`src/rtl/spi_flash_reader_if.sv`:
```
// Bundle of the request, read-data and SPI byte-shifter signals seen by spi_flash_reader.
// The master modport is the sequencer's view; slave is the environment's view.
interface spi_flash_reader_if;
    logic        cmd_valid;
    logic        cmd_ready;
    logic [23:0] cmd_addr;
    logic [15:0] cmd_len;
    logic [7:0]  rd_data;
    logic        rd_valid;
    logic        rd_ready;
    logic        busy;
    logic        done;
    logic        mem_cs_n;
    logic        spi_ready;
    logic [7:0]  spi_tx_data;
    logic        spi_data_valid;
    logic [7:0]  spi_rx_data;

    modport master (
        input  cmd_valid, cmd_addr, cmd_len, rd_ready, spi_ready, spi_rx_data,
        output cmd_ready, rd_data, rd_valid, busy, done, mem_cs_n, spi_tx_data, spi_data_valid
    );

    modport slave (
        output cmd_valid, cmd_addr, cmd_len, rd_ready, spi_ready, spi_rx_data,
        input  cmd_ready, rd_data, rd_valid, busy, done, mem_cs_n, spi_tx_data, spi_data_valid
    );
endinterface

```
`src/rtl/spi_flash_reader.sv`:
```
// SPI flash read-command sequencer: drives chip-select, sends opcode + 24-bit address,
// clocks dummy bytes and hands each received data byte out on a single-entry valid/ready slot.
module spi_flash_reader #(
    parameter logic [7:0]  READ_OPCODE = 8'h03,
    parameter int unsigned CS_SETUP    = 2,
    parameter int unsigned CS_HOLD     = 2
) (
    input logic               clock,
    input logic               reset,
    spi_flash_reader_if.master bus
);

    typedef enum logic [2:0] {
        StIdle, StSetup, StIssue, StLaunch, StWait, StCapture, StHold
    } state_e;

    state_e      state_q, state_d;
    logic [7:0]  cnt_q, cnt_d;
    logic [2:0]  idx_q, idx_d;
    logic [15:0] rem_q, rem_d;
    logic [23:0] addr_q, addr_d;
    logic [7:0]  rd_data_q, rd_data_d;
    logic        rd_valid_q, rd_valid_d;
    logic        busy_q, busy_d;
    logic        done_q, done_d;
    logic        cs_n_q, cs_n_d;
    logic [7:0]  tx_q, tx_d;
    logic        dv_q, dv_d;

    always_ff @(posedge clock or negedge reset) begin
        if (!reset) begin
            state_q    <= StIdle;
            cnt_q      <= 8'd0;
            idx_q      <= 3'd0;
            rem_q      <= 16'd0;
            addr_q     <= 24'd0;
            rd_data_q  <= 8'h00;
            rd_valid_q <= 1'b0;
            busy_q     <= 1'b0;
            done_q     <= 1'b0;
            cs_n_q     <= 1'b1;
            tx_q       <= 8'h00;
            dv_q       <= 1'b0;
        end else begin
            state_q    <= state_d;
            cnt_q      <= cnt_d;
            idx_q      <= idx_d;
            rem_q      <= rem_d;
            addr_q     <= addr_d;
            rd_data_q  <= rd_data_d;
            rd_valid_q <= rd_valid_d;
            busy_q     <= busy_d;
            done_q     <= done_d;
            cs_n_q     <= cs_n_d;
            tx_q       <= tx_d;
            dv_q       <= dv_d;
        end
    end

    always_comb begin
        state_d    = state_q;
        cnt_d      = cnt_q;
        idx_d      = idx_q;
        rem_d      = rem_q;
        addr_d     = addr_q;
        rd_data_d  = rd_data_q;
        rd_valid_d = rd_valid_q && !bus.rd_ready;
        busy_d     = busy_q;
        done_d     = 1'b0;
        cs_n_d     = cs_n_q;
        tx_d       = tx_q;
        dv_d       = 1'b0;

        case (state_q)
            StIdle: begin
                if (bus.cmd_valid) begin
                    addr_d = bus.cmd_addr;
                    rem_d  = bus.cmd_len;
                    idx_d  = 3'd0;
                    if (bus.cmd_len == 16'd0) begin
                        done_d = 1'b1;
                    end else begin
                        cs_n_d  = 1'b0;
                        busy_d  = 1'b1;
                        cnt_d   = 8'(CS_SETUP);
                        state_d = StSetup;
                    end
                end
            end
            StSetup: begin
                cnt_d = cnt_q - 8'd1;
                if (cnt_d == 8'd0) state_d = StIssue;
            end
            StIssue: begin
                if (rem_q == 16'd0) begin
                    cnt_d   = 8'(CS_HOLD);
                    state_d = StHold;
                end else if (idx_q == 3'd4 && rd_valid_q && !bus.rd_ready) begin
                    // Data byte would land on an occupied slot; wait for the consumer.
                    state_d = StIssue;
                end else if (bus.spi_ready) begin
                    dv_d    = 1'b1;
                    state_d = StLaunch;
                    case (idx_q)
                        3'd0:    tx_d = READ_OPCODE;
                        3'd1:    tx_d = addr_q[23:16];
                        3'd2:    tx_d = addr_q[15:8];
                        3'd3:    tx_d = addr_q[7:0];
                        default: tx_d = 8'h00;
                    endcase
                end
            end
            StLaunch: state_d = StWait;
            StWait: begin
                if (bus.spi_ready) state_d = StCapture;
            end
            StCapture: begin
                if (idx_q == 3'd4) begin
                    rd_data_d  = bus.spi_rx_data;
                    rd_valid_d = 1'b1;
                    rem_d      = rem_q - 16'd1;
                end else begin
                    idx_d = idx_q + 3'd1;
                end
                state_d = StIssue;
            end
            StHold: begin
                cnt_d = cnt_q - 8'd1;
                if (cnt_d == 8'd0) begin
                    cs_n_d  = 1'b1;
                    done_d  = 1'b1;
                    busy_d  = 1'b0;
                    state_d = StIdle;
                end
            end
            default: state_d = StIdle;
        endcase
    end

    assign bus.cmd_ready      = (state_q == StIdle);
    assign bus.rd_data        = rd_data_q;
    assign bus.rd_valid       = rd_valid_q;
    assign bus.busy           = busy_q;
    assign bus.done           = done_q;
    assign bus.mem_cs_n       = cs_n_q;
    assign bus.spi_tx_data    = tx_q;
    assign bus.spi_data_valid = dv_q;

endmodule

```
`src/flat_wrapper.sv`:
```
// flat-port wrapper written by rule: the top's interface ports become plain ports
module spi_flash_reader_flat 
#(
    parameter logic [7:0]  READ_OPCODE = 8'h03,
    parameter int unsigned CS_SETUP    = 2,
    parameter int unsigned CS_HOLD     = 2
)
  (clock, reset, bus_cmd_valid, bus_cmd_addr, bus_cmd_len, bus_rd_ready, bus_spi_ready, bus_spi_rx_data, bus_cmd_ready, bus_rd_data, bus_rd_valid, bus_busy, bus_done, bus_mem_cs_n, bus_spi_tx_data, bus_spi_data_valid);
  spi_flash_reader_if bus_i ();
  input logic clock;
  input logic reset;
  input wire logic [$bits(bus_i.cmd_valid)-1:0] bus_cmd_valid;
  input wire logic [$bits(bus_i.cmd_addr)-1:0] bus_cmd_addr;
  input wire logic [$bits(bus_i.cmd_len)-1:0] bus_cmd_len;
  input wire logic [$bits(bus_i.rd_ready)-1:0] bus_rd_ready;
  input wire logic [$bits(bus_i.spi_ready)-1:0] bus_spi_ready;
  input wire logic [$bits(bus_i.spi_rx_data)-1:0] bus_spi_rx_data;
  output wire logic [$bits(bus_i.cmd_ready)-1:0] bus_cmd_ready;
  output wire logic [$bits(bus_i.rd_data)-1:0] bus_rd_data;
  output wire logic [$bits(bus_i.rd_valid)-1:0] bus_rd_valid;
  output wire logic [$bits(bus_i.busy)-1:0] bus_busy;
  output wire logic [$bits(bus_i.done)-1:0] bus_done;
  output wire logic [$bits(bus_i.mem_cs_n)-1:0] bus_mem_cs_n;
  output wire logic [$bits(bus_i.spi_tx_data)-1:0] bus_spi_tx_data;
  output wire logic [$bits(bus_i.spi_data_valid)-1:0] bus_spi_data_valid;
  assign bus_i.cmd_valid = bus_cmd_valid;
  assign bus_i.cmd_addr = bus_cmd_addr;
  assign bus_i.cmd_len = bus_cmd_len;
  assign bus_i.rd_ready = bus_rd_ready;
  assign bus_i.spi_ready = bus_spi_ready;
  assign bus_i.spi_rx_data = bus_spi_rx_data;
  assign bus_cmd_ready = bus_i.cmd_ready;
  assign bus_rd_data = bus_i.rd_data;
  assign bus_rd_valid = bus_i.rd_valid;
  assign bus_busy = bus_i.busy;
  assign bus_done = bus_i.done;
  assign bus_mem_cs_n = bus_i.mem_cs_n;
  assign bus_spi_tx_data = bus_i.spi_tx_data;
  assign bus_spi_data_valid = bus_i.spi_data_valid;
  spi_flash_reader #(.READ_OPCODE(READ_OPCODE), .CS_SETUP(CS_SETUP), .CS_HOLD(CS_HOLD)) u_core (.clock(clock), .reset(reset), .bus(bus_i));
endmodule
```
`config.mk`:
```
export PLATFORM = sky130hd
export DESIGN_NAME = spi_flash_reader_flat
export DESIGN_NICKNAME = d
export VERILOG_FILES = /design/src/rtl/spi_flash_reader_if.sv /design/src/rtl/spi_flash_reader.sv /design/src/flat_wrapper.sv
export SDC_FILE = /design/constraint.sdc
export NUM_CORES = 1
export LEC_CHECK = 0
export CAP_MARGIN = 20
export CORE_MARGIN = 2
export CORE_UTILIZATION = 30
export DETAILED_ROUTE_END_ITERATION = 6
export DONT_BUFFER_PORTS = 1
export GPL_TIMING_DRIVEN = 0
export PLACE_DENSITY = 0.41
export SYNTH_ARGS = -nofsm -noshare
export SYNTH_HDL_FRONTEND = slang
export SYNTH_SLANG_ARGS = --single-unit
```
`constraint.sdc`:
```
create_clock -name clock -period 2.7 [get_ports clock]
set_input_delay 0.81 -clock clock [delete_from_list [all_inputs] [get_ports clock]]
set_output_delay 0.81 -clock clock [all_outputs]
set_load 0.02 [all_outputs]
```
# --- Word level (Yosys, flattened, before mapping) ---
# Index checks and enable logic that the tools add are counted.
op_classes:
  add_sub_neg: 3
  mul: 0
  div: 0
  n_lt_le_gt_ge: 0
  n_eq_ne: 19
  n_shift: 0
  n_mux: 38
  bitwise: 2
  n_reduce_logical: 21
op_table:
  columns: ["op", "n"]
  rows:
  - ["logical NOT 16 bit", 2]
  - ["2-to-1 mux 16 bit", 2]
  - ["case mux 16 bit (2 select lines)", 1]
  - ["case mux 8 bit (4 select lines)", 1]
  - ["2-to-1 mux 3 bit", 10]
  - ["2-to-1 mux 8 bit", 3]
  - ["case mux 8 bit (3 select lines)", 1]
  - ["case mux 3 bit (7 select lines)", 1]
  - ["subtractor 16 x 1 -> 16 bit (second input constant)", 1]
  - ["2-to-1 mux 1 bit", 15]
  - ["== test 3 x 2 -> 1 bit (second input constant)", 4]
  - ["== test 3 bit (second input constant)", 4]
  - ["AND reduction 4 bit", 3]
  - ["logical NOT 8 bit", 1]
  - ["inequality test 2 x 1 -> 1 bit (second input constant)", 4]
  - ["inequality test 2 bit (second input constant)", 4]
  - ["subtractor 8 x 1 -> 8 bit (second input constant)", 1]
  - ["== test 3 x 1 -> 1 bit (second input constant)", 2]
  - ["logical NOT 3 bit", 2]
  - ["case mux 1 bit (2 select lines)", 3]
  - ["case mux 3 bit (2 select lines)", 1]
  - ["AND reduction 3 bit", 2]
  - ["AND reduction 6 bit", 1]
  - ["inequality test 4 x 2 -> 1 bit (second input constant)", 1]
  - ["8 further kinds", 13]
totals:
  reg_bits: 75
  latch_bits: 0
  ram_bits: 0
  rom_bits: 0
  out_inout_bits: 22
  elab_cells: 95
  mem_count: 0

# --- Logic depth before layout (Yosys ltp) ---
depth:
  ltp_word: 6
  ltp_mapped: 8
  mapped_depth_nobuf: 7

# --- Least setup slack after synthesis ---
# OpenSTA, ideal clock, no wires.
synth_path:
  path_kind: "flip-flop to flip-flop"
  start: "register u_core.state_q[2]"
  end: "register u_core.rem_q[10]"
  setup_time_ns: 0.121
  arrival_ns: 2.072
  setup_slack_ns: 0.507
  path_stages_with_launch: 8
  path_buffers: 2
  period_less_slack_ns: 2.193
  path_cell_list: "dfrtp_1 -> clkbuf_1 -> nor3_1 -> nand2_1 -> nand2_1 -> clkbuf_1 -> o21ai_0 -> a22o_1"
synth_via:
  elab_chain_cells: 3
synth_lines:
  columns: ["element", "line_no", "source"]
  rows:
  - ["start, declared", "spi_flash_reader.sv:17", "state_e state_q, state_d;"]
  - ["start signal, assigned", "spi_flash_reader.sv:32", "state_q <= StIdle;"]
  - ["start signal, assigned", "spi_flash_reader.sv:45", "state_q <= state_d;"]
  - ["logical NOT 3 bit (*)", null, null]
  - ["net bus_cmd_ready", "flat_wrapper.sv:18", "output wire logic [$bits(bus_i.cmd_ready)-1:0] bus_cmd_ready;"]
  - ["inequality test 2 bit (no source line) / nonzero test 2 bit (equally long branches)", null, null]
  - ["AND reduction 3 bit (no source line)", null, null]
  - ["end signal, assigned", "spi_flash_reader.sv:48", "rem_q <= rem_d;"]
  - ["end, declared", "spi_flash_reader.sv:20", "logic [15:0] rem_q, rem_d;"]
# The timed path passes the listed nets; every way through them passes the cells marked *.
# A chain may end at the register's enable or synchronous reset.

# --- Final worst setup path ---
layout_path:
  start: "register u_core.rem_q[6]"
  end: "register u_core.cnt_q[7]"
layout_via:
  elab_chain_cells: 3
layout_lines:
  columns: ["element", "line_no", "source"]
  rows:
  - ["logical NOT 16 bit", "spi_flash_reader.sv:95", "if (rem_q == 16'd0) begin"]
  - ["inequality test 2 x 1 -> 1 bit (no source line)", null, null]
  - ["AND reduction 4 bit (no source line)", null, null]
  - ["end signal, assigned", "spi_flash_reader.sv:46", "cnt_q <= cnt_d;"]
  - ["end, declared", "spi_flash_reader.sv:18", "logic [7:0] cnt_q, cnt_d;"]
# Every way passes these cells.

==> run_results.csv <==
group,metric,value,unit
min_path,hp-class,"input pin to async pin",
final_layout,layout-drive-gt1-share,0.0563,
detailed_routing,drt_iter0_drc,167,
sta,slew_headroom,0.562,
synth,syn_inst,429,
synth,syn_area_per_cell,8.83,sq um
die,die-area,13500,sq um
global_routing,grtUsageTotal,0.167,
synth,async_flop_share,1.00,
global_routing,grt_max_degree,76,
outcome,status,"finished clean",
sta,min_period,2.40,ns
cts,cts_max_level,3,
setup_path,crit_path_top_delay_cell,"nor4_4",
detailed_routing,firstDrtPassIters,4,
setup_path,critPathCaptureType,"flip-flop",
synth,ys.flop_type,"dfrtp_1",
cts,cts_buffer_depth,2,
setup_path,worstPathRequired,2.92,ns
synth,yosysTopAreaCell,"dfrtp_1",
setup_path,rr_worst_depth,6,
setup_path,reg2reg_to,"u_core.cnt_q[7]$_DFFE_PN0P_",
die,start_util,0.304,
synth,syn_nets,490,
setup_path,critPathMaxFanout,9,
cts,cts_root_buf,"clkbuf_16",
die,dieHeight,116,um
sta,fin_crit_sh,0.888,
detailed_routing,vias_per_cell,5.21,
die,core,12500,sq um
global_routing,grt_pass1_vias,3108,
setup_path,crit_buf_inv,1,
synth,synthMuxAreaShare,0.00594,
cts,cts.sinks,75,
die,die_w,116,um
die,rows,41,
sta,holdWs,0.159,ns
cts,cts-buffers-inserted,9,
synth,synth_top_area_frac,0.489,
job,drv_cap,0,
sta,slew_viol_final,0,
synth,ys_seq_elements,75,
synth,synth-edff-count,0,
sta,tightestPinTransition,0.654,ns
synth,yosys_warnings,0,
cts,clock_latency,0.34,ns
synth,synth-simple-area-share,0.255,
final_layout,layout.nets,500,
synth,synth_area,3790,sq um
place,globalplace.congestion,0.734,
global_routing,grt_pass1_wl,17100,um
sta,hold_violations,0,
detailed_routing,vias,3209,
sta,skew,0.00709,ns
setup_path,cpLargestDelayFamily,"simple AND/OR/NAND/NOR gates",
setup_path,cpPeakStageDelay,0.56,ns
synth,synth_top_family_by_area,"simple AND/OR/NAND/NOR gates",
place,dpl.hpwl,7520,um
synth,synth_compound_area_frac,0.180,
final_layout,syn2layout_area_growth,12.9,%
power,finalPower,2.34,mW
synth,yosys-top-cells-area,"dfrtp_1, nand2_1, o21ai_0",
cts,hold_buffers,0,
setup_path,worstSetupPathType,"flip-flop to flip-flop",
place,postPlaceCellArea,4010,sq um
synth,synth_fa_ha_area_frac,0.0264,
detailed_routing,wl_per_cell,17.4,um
cts,clk_pin_slew,0.06,ns
power,leakage,1.84,nW
setup_path,ff2ff_setup_slack,0.30,ns
detailed_routing,wirelength,10700,um
sta,finalSetupViolations,0,
setup_path,cp-start-kind,"flip-flop",
sta,rsz0062_at_grt,"false",
place,portBuffers,0,
sta,max_freq,0.417,GHz
die,io_pins,75,
final_layout,diodes,0,
final_layout,fin_area,4280,sq um
global_routing,antenna_found_initial,0,
detailed_routing,drtAntennaViolNets,0,
power,p_per_area,547,nW/um^2
synth,synth_xor_area_frac,0.00231,
synth,synth_common_cells,"nand2_1, dfrtp_1, nor2_1",
final_layout,fill_cells,1315,
power,vdd_drop_max,0.423,mV
synth,synth.most_common_cell,"nand2_1",
global_routing,gr-total-overflow,0,
synth,yosysSeqAreaShare,0.496,
synth,ys_types,54,
cts,cts_tree,"built",
setup_path,r2r-start,"u_core.rem_q[6]$_DFFE_PN0P_",
setup_path,worstPathArrival,2.62,ns
detailed_routing,drc_errors,0,
setup_path,crit_chain,"or4_4 -> buf_6 -> nor4_4 -> nor3b_2 -> o31ai_1 -> o21ai_1",
==> cell type report <==
type	instances	area, sq um	share of cell area
flip-flops and latches	75	1880	0.439
clock buffers	12	246	0.0576
multi-input cells	320	1780	0.416
inverters	10	37.5	0.00877
clock inverters	4	26.3	0.00614
plain buffers	23	93.8	0.0219
well taps	172	215	0.0503
==> layout by cell type, fill, tap and decap left out, types with 4 or more instances in the layout <==
cell type / count
o22ai_1: 4
nor4_1: 5
or3_1: 9
ha_1: 8
o2bb2ai_1: 6
dfrtp_1: 74
o21ai_0: 27
o41ai_1: 9
clkbuf_16: 9
inv_1: 10
nor2_1: 33
nand2b_1: 4
clkbuf_1: 23
or4_1: 4
nor3_1: 10
nand2_1: 114
nand3_1: 8
a22oi_1: 5
a222oi_1: 6
a21oi_1: 23
==> cell families (layout without fill, tap and decap cells) <==
kind of cell	count (synthesis)	after routing
buffers and inverters	34	49
adder cells (fa/ha/maj)	8	8
multiplexers	2	2
AND/OR/NAND/NOR	208	208
flip-flops	75	75
XOR/XNOR	1	1
AO/OA/AOI/OAI	101	101
==> worst max-delay path by stage <==
stage                                        from                            to  slack [ns]  cells past startpoint
detailed placement  u_core.state_q[2]$_DFFE_PN0P_  u_core.rem_q[10]$_DFFE_PN0P_       -0.15                      7
floorplan           u_core.state_q[2]$_DFFE_PN0P_  u_core.rem_q[10]$_DFFE_PN0P_        0.51                      7
CTS                   u_core.rem_q[0]$_DFFE_PN0P_   u_core.cnt_q[7]$_DFFE_PN0P_        0.13                      7
finish                u_core.rem_q[6]$_DFFE_PN0P_   u_core.cnt_q[7]$_DFFE_PN0P_        0.30                      6
global route        u_core.state_q[2]$_DFFE_PN0P_  u_core.rem_q[10]$_DFFE_PN0P_        0.13                      7
global placement    u_core.state_q[2]$_DFFE_PN0P_  u_core.rem_q[10]$_DFFE_PN0P_       -0.17                      7
==> worst reg2reg max path: stages, from the launching register on <==
cell and delay (ns):
dfrtp_1 0.45, or4_4 0.54, buf_6 0.15, nor4_4 0.56, nor3b_2 0.22, o31ai_1 0.26
o21ai_1 0.09
==> layer usage <==
| layer | part of all wire | vias up | wire length [um] | GRT usage |
|---|---|---|---|---|
| li1 | - | 1538 | - | - |
| met1 | 0.45 | 1588 | 4840 | 0.223 |
| met2 | 0.47 | 76 | 4990 | 0.256 |
| met3 | 0.070 | 7 | 754 | 0.0623 |
| met4 | 0.010 | 0 | 112 | 0.0429 |
| met5 | 0 | - | 0 | 0 |
==> sequential cells by signal (all words and copies together) (netlist names), 3 cells and up <==
name and cells:
u_core.bus.rd_data 8, u_core.bus.spi_tx_data 8, u_core.idx_q 3, u_core.rem_q 16, u_core.addr_q 24, u_core.state_q 3, u_core.cnt_q 8
==> power breakdown <==
part / internal [mW] / switching (mW) / leakage (nW)
sequential: 1.15 / 0.0146 / 0.911
combinational: 0.0229 / 0.0241 / 0.799
clock: 0.647 / 0.484 / 0.133
==> per-stage QoR <==
stage,utilization,setup WS [ns],instances,setup TNS (ns)
after floorplan,-,0.507,429,0
after global placement,0.321,-0.165,601,-0.510
after detailed placement,0.321,-0.154,601,-0.485
after CTS,0.344,0.132,617,0
after global routing,0.343,0.127,616,0
final,0.343,0.302,616,0
==> what timing repair did <==
item                                    in CTS  in global routing
buffers inserted                             0                  0
resized for setup                            1                  0
pin swaps                                    0                  1
endpoints found under the setup margin       5                  2
hold endpoints to repair                     0                  0
No activity file was read; power rests on OpenSTA's default activity.
